==> config.mk <==
export PLATFORM = sky130hd
export DESIGN_NAME = lighthouse_sweep_sequencer
export DESIGN_NICKNAME = d
export VERILOG_FILES = /design/src/rtl/lighthouse_sweep_sequencer.sv
export SDC_FILE = /design/constraint.sdc
export NUM_CORES = 1
export LEC_CHECK = 0
export ABC_CLOCK_PERIOD_IN_PS = 6100
export CORE_MARGIN = 2
export CORE_UTILIZATION = 50
export DETAILED_ROUTE_END_ITERATION = 10
export HOLD_SLACK_MARGIN = 0.06
export PLACE_DENSITY_LB_ADDON = 0.15
export SLEW_MARGIN = 10
export SYNTH_ARGS = -nofsm -noshare
export SYNTH_HDL_FRONTEND = slang
export SYNTH_SLANG_ARGS = --single-unit
export TNS_END_PERCENT = 1
==> constraint.sdc <==
create_clock -name clk_i -period 6.1 [get_ports clk_i]
set_input_delay 0.915 -clock clk_i [delete_from_list [all_inputs] [get_ports clk_i]]
set_output_delay 0.915 -clock clk_i [all_outputs]
set_load 0.005 [all_outputs]
==> src/rtl/lighthouse_sweep_sequencer.sv <==
// Lighthouse photodiode pulse sequencer: times envelope pulses, decodes sync codes,
// arms a sweep window on non-skip syncs and reports sweep-hit centre relative to the arming sync.
module lighthouse_sweep_sequencer #(
    parameter int WIDTH        = 20,
    parameter int SYNC_BASE    = 3000,
    parameter int SYNC_STEP    = 500,
    parameter int SWEEP_MAX    = 960,
    parameter int PAIR_GAP     = 48000,
    parameter int SWEEP_WINDOW = 400000
) (
    input  logic             clk_i,
    input  logic             reset_i,
    input  logic             envelope_i,
    output logic             sync_valid_o,
    output logic [2:0]       sync_code_o,
    output logic             sync_station_o,
    output logic             sweep_valid_o,
    output logic [WIDTH-1:0] sweep_time_o,
    output logic             sweep_axis_o,
    output logic             sweep_station_o,
    output logic             timeout_o,
    output logic             error_o
);
    localparam int SYNC_MAX = SYNC_BASE + 7 * SYNC_STEP + SYNC_STEP / 2;
    localparam logic [WIDTH-1:0] SYNC_MAX_W  = WIDTH'(SYNC_MAX);
    localparam logic [WIDTH-1:0] SWEEP_MAX_W = WIDTH'(SWEEP_MAX);
    localparam logic [WIDTH-1:0] PAIR_GAP_W  = WIDTH'(PAIR_GAP);
    localparam logic [WIDTH-1:0] WINDOW_W    = WIDTH'(SWEEP_WINDOW);

    typedef enum logic {IDLE, ARMED} state_t;

    logic             env_s1_q, env_s2_q, env_prev_q;
    logic [2:0]       prime_q;
    logic             rise_q, fall_q;
    logic [WIDTH-1:0] t_q, t_rise_q, t_rise_d, ref_q, ref_d, last_sync_q, last_sync_d;
    logic             seen_rise_q, seen_rise_d, long_q, long_d, has_sync_q, has_sync_d;
    logic             arm_axis_q, arm_axis_d, arm_station_q, arm_station_d;
    state_t           state_q, state_d;

    logic             sync_valid_q, sync_valid_d, sync_station_q, sync_station_d;
    logic [2:0]       sync_code_q, sync_code_d;
    logic             sweep_valid_q, sweep_valid_d, sweep_axis_q, sweep_axis_d;
    logic             sweep_station_q, sweep_station_d, timeout_q, timeout_d, error_q, error_d;
    logic [WIDTH-1:0] sweep_time_q, sweep_time_d;

    logic [WIDTH-1:0] width, elapsed;
    logic             classify, is_sweep, sync_hit, err_hit, ladder_hit, station_c;
    logic [2:0]       code_c;

    always_comb begin
        width    = t_q - t_rise_q;
        elapsed  = t_q - ref_q;
        classify = fall_q & seen_rise_q;

        ladder_hit = 1'b0;
        code_c     = 3'd0;
        for (int n = 0; n < 8; n++) begin
            if (width >= WIDTH'(SYNC_BASE + n * SYNC_STEP - SYNC_STEP / 2) &&
                width <  WIDTH'(SYNC_BASE + n * SYNC_STEP + SYNC_STEP / 2)) begin
                ladder_hit = 1'b1;
                code_c     = 3'(n);
            end
        end

        is_sweep  = classify & ~long_q & (width < SWEEP_MAX_W);
        sync_hit  = classify & ~long_q & ~is_sweep & ladder_hit;
        err_hit   = classify & ~is_sweep & ~sync_hit;
        station_c = has_sync_q & ((t_rise_q - last_sync_q) < PAIR_GAP_W);

        t_rise_d        = t_rise_q;
        seen_rise_d     = seen_rise_q;
        long_d          = long_q;
        ref_d           = ref_q;
        last_sync_d     = last_sync_q;
        has_sync_d      = has_sync_q;
        arm_axis_d      = arm_axis_q;
        arm_station_d   = arm_station_q;
        state_d         = state_q;
        sync_valid_d    = 1'b0;
        sync_code_d     = sync_code_q;
        sync_station_d  = sync_station_q;
        sweep_valid_d   = 1'b0;
        sweep_time_d    = sweep_time_q;
        sweep_axis_d    = sweep_axis_q;
        sweep_station_d = sweep_station_q;
        timeout_d       = 1'b0;
        error_d         = 1'b0;

        if (rise_q) begin
            t_rise_d    = t_q;
            seen_rise_d = 1'b1;
            long_d      = 1'b0;
        end else if (fall_q) begin
            seen_rise_d = 1'b0;
            long_d      = 1'b0;
        end else if (seen_rise_q && width > SYNC_MAX_W) begin
            // Sticky so a very long pulse stays an error even after the width wraps.
            long_d = 1'b1;
        end

        if (sync_hit) begin
            sync_valid_d   = 1'b1;
            sync_code_d    = code_c;
            sync_station_d = station_c;
            last_sync_d    = t_rise_q;
            has_sync_d     = 1'b1;
            if (!code_c[2]) begin
                ref_d         = t_rise_q;
                arm_axis_d    = code_c[0];
                arm_station_d = station_c;
                state_d       = ARMED;
            end
        end else if (is_sweep) begin
            if (state_q == ARMED) begin
                sweep_valid_d   = 1'b1;
                sweep_time_d    = t_rise_q + (width >> 1) - ref_q;
                sweep_axis_d    = arm_axis_q;
                sweep_station_d = arm_station_q;
                state_d         = IDLE;
            end
        end else if (err_hit) begin
            error_d = 1'b1;
        end else if (state_q == ARMED && elapsed > WINDOW_W) begin
            timeout_d = 1'b1;
            state_d   = IDLE;
        end
    end

    always_ff @(posedge clk_i or posedge reset_i) begin
        if (reset_i) begin
            env_s1_q        <= 1'b0;
            env_s2_q        <= 1'b0;
            env_prev_q      <= 1'b0;
            prime_q         <= 3'b000;
            rise_q          <= 1'b0;
            fall_q          <= 1'b0;
            t_q             <= '0;
            t_rise_q        <= '0;
            seen_rise_q     <= 1'b0;
            long_q          <= 1'b0;
            ref_q           <= '0;
            last_sync_q     <= '0;
            has_sync_q      <= 1'b0;
            arm_axis_q      <= 1'b0;
            arm_station_q   <= 1'b0;
            state_q         <= IDLE;
            sync_valid_q    <= 1'b0;
            sync_code_q     <= 3'd0;
            sync_station_q  <= 1'b0;
            sweep_valid_q   <= 1'b0;
            sweep_time_q    <= '0;
            sweep_axis_q    <= 1'b0;
            sweep_station_q <= 1'b0;
            timeout_q       <= 1'b0;
            error_q         <= 1'b0;
        end else begin
            env_s1_q        <= envelope_i;
            env_s2_q        <= env_s1_q;
            env_prev_q      <= env_s2_q;
            // Edges are ignored until the synchronizer and edge register hold real samples,
            // so a pulse already high at reset release never produces a rise.
            prime_q         <= {prime_q[1:0], 1'b1};
            rise_q          <= prime_q[2] & env_s2_q & ~env_prev_q;
            fall_q          <= prime_q[2] & ~env_s2_q & env_prev_q;
            t_q             <= t_q + 1'b1;
            t_rise_q        <= t_rise_d;
            seen_rise_q     <= seen_rise_d;
            long_q          <= long_d;
            ref_q           <= ref_d;
            last_sync_q     <= last_sync_d;
            has_sync_q      <= has_sync_d;
            arm_axis_q      <= arm_axis_d;
            arm_station_q   <= arm_station_d;
            state_q         <= state_d;
            sync_valid_q    <= sync_valid_d;
            sync_code_q     <= sync_code_d;
            sync_station_q  <= sync_station_d;
            sweep_valid_q   <= sweep_valid_d;
            sweep_time_q    <= sweep_time_d;
            sweep_axis_q    <= sweep_axis_d;
            sweep_station_q <= sweep_station_d;
            timeout_q       <= timeout_d;
            error_q         <= error_d;
        end
    end

    assign sync_valid_o    = sync_valid_q;
    assign sync_code_o     = sync_code_q;
    assign sync_station_o  = sync_station_q;
    assign sweep_valid_o   = sweep_valid_q;
    assign sweep_time_o    = sweep_time_q;
    assign sweep_axis_o    = sweep_axis_q;
    assign sweep_station_o = sweep_station_q;
    assign timeout_o       = timeout_q;
    assign error_o         = error_q;
endmodule

**Yosys cells after proc, flatten, opt, wreduce, memory -nomap -nowiden**

Index checks and enable logic that the tools add are counted.

- Bitwise logic cells: 18
- Magnitude comparators: 20
- Muxes and demuxes: 36
- Reduce and logical (&&, ||, !) cells: 16
- Equal/unequal tests: 2
- Add/sub/neg operators: 6

Operators with widths:

| cell | number |
|---|---|
| < comparator 20 x 13 -> 1 bit, second input constant | 6 |
| >= comparator 20 x 13 -> 1 bit, second input constant | 5 |
| subtractor 20 bit | 4 |
| >= comparator 20 x 12 -> 1 bit, second input constant | 3 |
| < comparator 20 x 12 -> 1 bit, second input constant | 2 |
| two-way mux 1 bit | 30 |
| adder 20 x 1 -> 20 bit, second input constant | 1 |
| adder 20 x 19 -> 20 bit | 1 |
| greater-than comparator 20 x 13 -> 1 bit, second input constant | 1 |
| greater-than comparator 20 x 19 -> 1 bit, second input constant | 1 |
| < comparator 20 x 10 -> 1 bit, second input constant | 1 |
| < comparator 20 x 16 -> 1 bit, second input constant | 1 |
| two-way mux 3 bit | 5 |
| bitwise AND 1 bit | 12 |
| logical AND 1 bit | 10 |
| inverter 1 bit | 6 |
| AND reduction 3 bit | 2 |
| nonzero test 3 bit | 2 |
| != test 3 bit, second input constant | 1 |
| two-way mux 2 bit | 1 |
| != test 2 bit, second input constant | 1 |
| AND reduction 2 bit | 1 |
| nonzero test 2 bit | 1 |

- Input port bits: 3
- Bits in registers: 124
- Output and inout port bits: 30

**Longest topological paths before layout**

- Word-level depth: 17
- Mapped depth: 22
- Depth with buffers taken out: 20

**Least setup slack after synthesis**

OpenSTA, ideal clock, no wires.

- Path kind: reg2reg
- Start point: register t_q[0]
- End point: register sweep_time_q[19] (netlist: sweep_time_o[19])
- Slack: 1.527 ns
- Arrival time: 4.448 ns
- Cell stages (with the launch flop): 20
- Period minus slack after synthesis: 4.573 ns
- Library setup time: 0.125 ns
- Path through: dfrtp_1 inv_1 ha_1 fa_1 nand2b_1 a21o_1 and3_1 nor4_2 xnor2_1 ha_1 ha_1 a21o_1 a21oi_1 o21ai_0 nand2_1 a21oi_1 a21boi_0 a21oi_1 xnor2_1 mux2_4

- Word-level cells in the longest chain between the ends: 14
- Elaborated cells between the ends (all ways): 42

RTL lines:

| what | RTL line | RTL |
|---|---|---|
| start: declaration | 35 | `logic [WIDTH-1:0] t_q, t_rise_q, t_rise_d, ref_q, ref_d, last_sync_q, last_sync_d;` |
| start signal: assignment | 165 | `t_q <= t_q + 1'b1;` |
| subtractor 20 bit (*) | 51 | `width = t_q - t_rise_q;` |
| >= comparator 20 x 12 -> 1 bit / < comparator 20 x 12 -> 1 bit (equally long branches) | 58, 59 |  |
| logical AND 1 bit | 58 | `if (width >= WIDTH'(SYNC_BASE + n * SYNC_STEP - SYNC_STEP / 2) &&` |
| two-way mux 1 bit (8 in series) | 58 |  |
| bitwise AND 1 bit | 66 | `sync_hit = classify & ~long_q & ~is_sweep & ladder_hit;` |
| inverter 1 bit (no line) | -- |  |
| AND reduction 3 bit (no line) | -- |  |
| end signal: assignment | 179 | `sweep_time_q <= sweep_time_d;` |
| end: declaration | 44 | `logic [WIDTH-1:0] sweep_time_q, sweep_time_d;` |

Mark *: on every way between the ends. The rest lies on a longest branch, timed or not.
A chain may end at the register's enable or synchronous reset.

**Worst setup path after layout**

- Start point: register t_rise_q[4]
- End point: register sweep_time_q[19] (netlist: sweep_time_o[19])

- Word-level cells in the longest chain between the ends: 14
- Elaborated cells between the ends (all ways): 42

RTL lines:

| what | RTL line | RTL |
|---|---|---|
| start: declaration | 35 |  |
| start signal: assignment | 166 | `t_rise_q <= t_rise_d;` |
| subtractor 20 bit | 51 |  |
| >= comparator 20 x 12 -> 1 bit / < comparator 20 x 12 -> 1 bit (equally long branches) | 58, 59 |  |
| logical AND 1 bit | 58 |  |
| two-way mux 1 bit (8 in series) | 58 |  |
| bitwise AND 1 bit | 66 |  |
| inverter 1 bit (no line) | -- |  |
| AND reduction 3 bit (no line) | -- |  |

Parallel ways exist; a longest one is shown, timed or not.

==> flow_summary.yaml <==
setup_path:
  path_max_fanout: 8
  required_ps: 6410
  start_kind: "flop"
  slowest_delay_ps: 450
  crit_buf_inv: 2
  crit_start: "t_rise_q[4]$_DFFE_PP0P_"
  path_cells: "inv_1 -> ha_1 -> a21o_1 -> nor3_4 -> a21o_1 -> xor2_1 -> inv_1 -> fa_1 -> ha_1 -> a211oi_1 -> o2111ai_1 -> a41oi_1 -> o21ai_0 -> nand2_1 -> a21oi_1 -> a21boi_0 -> a21oi_1 -> xnor2_1 -> mux2_4"
  cp_top_family: "compound AO/OA/AOI/OAI gates"
  cp_slowest_cell: "fa_1"
  reg2reg_from: "t_rise_q[4]$_DFFE_PP0P_"
  criticalPathCategory: "reg -> reg"
  critPathCaptureType: "flop"
  arrival_ps: 5480
timing:
  fin_crit_sh_pct: 84.8
  tightest_slew_ps: 873
  rsz0062_at_grt: "false"
  hold_violations: 0
  max_freq_mhz: 193
  finClkSkew_ps: 12.3
  period_minus_slack_ps: 5170
  setup_tns_ps: 0
  max_slew_margin_pct: 41.8
  drv_slew: 0
  setup_violations: 0
place:
  place_inst: 1222
  place_area_mm2: 0.00992
  port_buffers: 32
  gp_congestion: 0.915
  dp_hpwl_um: 16600
cts:
  post_cts_buffers: 0
  htreeDepth: 4
  clockBufferDepth: 2
  root_buffer: "clkbuf_16"
  cts_tree: "yes"
  holdBufCountCts: 0
  clk_latency_ps: 420
  cts_buffers: 17
  clkTransAtPathRegs_ps: 60
  ctsResizeCount: 0
  cts.sinks: 124
yosys:
  yosysTopAreaCellShare_pct: 33.1
  yosys_most_used_dff: "dfrtp_1"
  synthArstFlopShare_pct: 100
  yosysSeqAreaShare_pct: 33.1
  yosys_warnings: 0
  syn_nets: 1071
  synth_edf_count: 0
  synthCells: 970
  synth_area_leader_cell: "dfrtp_1"
  synth-seq-cells: 124
  ys_types: 88
  synth_area_leaders: "dfrtp_1, ha_1, xnor2_1"
  syn_avg_cell_area_um2: 9.67
  syn_area_mm2: 0.00938
drt:
  num_vias: 7129
  ant_nets: 0
  route.met2.wl_um: 9170
  drc: 0
  wl_met3_um: 890
  routed_via_density: 5.69
  highest_layer: "met4"
  wl_per_cell_um: 17.1
  drt_iter0_markers: 393
  wl_met1_um: 11100
  wl_um: 21500
  drtPass1Iterations: 5
finish:
  fillers: 1675
  final_nets: 1108
  n_antenna_cell: 0
  area_growth_pct: 12.4
  fin_cells: 1254
  final_area_mm2: 0.0105
  drive_gt1_share_pct: 9.22
grt:
  grt_overflow_total: 0
  grt_usage_pct: 22.6
  antenna_found_initial: 0
  grt_max_degree: 71
  grt_pass1_wl_um: 35500
  grt_pass1_vias: 6791
floorplanning:
  core-area_mm2: 0.0186
  die_area_mm2: 0.0199
  initial_core_util_pct: 50.5
  die_x_um: 141
  ios: 33
  die_height_um: 141
  rows: 50
job:
  cap_violations: 0
worst_hold_path:
  holdCritStartpoint: "env_s1_q$_DFF_PP0_"
  min_path_type: "reg -> reg"
outcome:
  status: "completed"
power_and_ir_drop:
  p_leak_nw: 5.08
  peakVddDrop_v: 0.000185
  power_density_mw_per_mm2: 263
## per-stage QoR
stage / power [W] / worst slack, ps / util (%) / hold slack (ps)
floorplan: 0.00153 / 1530 / - / 331
global placement: 0.00171 / 1140 / 53.4 / 335
detailed placement: 0.00172 / 1060 / 53.4 / 336
CTS: 0.00278 / 1050 / 56.7 / 349
global route: 0.00293 / 497 / 56.7 / 355
finish: 0.00278 / 928 / 56.7 / 346
## sequential cells by signal (all words and copies together) (netlist names), 3 cells and up
signal        cells
last_sync_q      20
sync_code_o       3
ref_q            20
prime_q           3
t_q              20
t_rise_q         20
sweep_time_o     20
## worst paths after layout
check	slack, ps	cells after the start	to
min reg2reg	350	0	env_s2_q$_DFF_PP0_
min in group asynchronous	1000	2	sweep_time_o[14]$_DFFE_PP0P_
max in group asynchronous	3870	3	t_q[0]$_DFF_PP0_
max	930	19	sweep_time_o[19]$_DFFE_PP0P_
max reg2reg	930	19	sweep_time_o[19]$_DFFE_PP0P_
min	350	0	env_s2_q$_DFF_PP0_
## power by group
part / internal [W] / switching [W] / total (W)
registers: 0.000838 / 0.0000128 / 0.000851
clock network: 0.000669 / 0.000396 / 0.00106
logic: 0.000361 / 0.000501 / 0.000862
total: 0.00187 / 0.000910 / 0.00278
## layout by cell type (no fill, tap or decap), drive strengths merged, types with 5 or more instances in the layout
| master | instances |
|---|---|
| a2111oi | 5 |
| a211oi | 8 |
| a21o | 25 |
| a21oi | 46 |
| a31oi | 10 |
| and3 | 12 |
| buf | 5 |
| clkbuf | 20 |
| clkdlybuf4s50 | 32 |
| clkinv | 7 |
| dfrtp | 124 |
| fa | 16 |
| ha | 82 |
| inv | 105 |
| mux2 | 30 |
| mux2i | 42 |
| nand2 | 65 |
| nand2b | 14 |
| nand3 | 21 |
| nand4 | 10 |
| nor2 | 48 |
| nor2b | 13 |
| nor3 | 20 |
| o211a | 6 |
| o211ai | 12 |
| o21a | 16 |
| o21ai | 51 |
| o21bai | 5 |
| o22ai | 5 |
| o31a | 5 |
| o31ai | 5 |
| or2 | 8 |
| xnor2 | 54 |
| xor2 | 23 |
## worst reg2reg max path, cell delays in order, from the launching register on
cell and delay, ps:
dfrtp_1 410, inv_1 110, ha_1 380, a21o_1 300, nor3_4 290, a21o_1 180, xor2_1 300, inv_1 170
fa_1 450, ha_1 360, a211oi_1 310, o2111ai_1 210, a41oi_1 350, o21ai_0 210, nand2_1 130, a21oi_1 100
a21boi_0 280, a21oi_1 130, xnor2_1 140, mux2_4 260
## synthesized netlist by cell type (16+ instances only)
master   instances
dfrtp_1        124
inv_1          103
ha_1            82
nand2_1         64
xnor2_1         54
o21ai_0         50
nor2_1          48
a21oi_1         45
mux2i_1         42
a21o_1          25
xor2_1          22
nand3_1         21
mux2_4          18
nor3_1          18
fa_1            16
## per-layer routing
layer	up-vias	global-route usage, %
met5	-	0
met2	154	33.3
met4	0	5.53
met1	3407	34.5
li1	3547	-
met3	21	4.04
## final cells by class
class	instances	area, um2	share of cell area, %
clock buffer	20	457	4.33
clock inverter	12	163	1.54
inverter	104	393	3.73
multi-input combinational	723	5760	54.7
sequential	124	3100	29.4
tap	234	293	2.78
timing repair buffer	37	370	3.51
## logic make-up after synthesis
group | after synthesis | share of synthesized area [%]
and+or+nand+nor | 242 | 13.7
AOI/OAI and AO/OA | 233 | 17.2
DFF | 124 | 33.1
buffers and inverters | 123 | 5.49
adders and majority gates | 98 | 14.3
xor gates and xnor gates | 77 | 7.27
muxes | 72 | 8.80
other | 1 | 0.0400
Power figures use the tool's default switching activity.
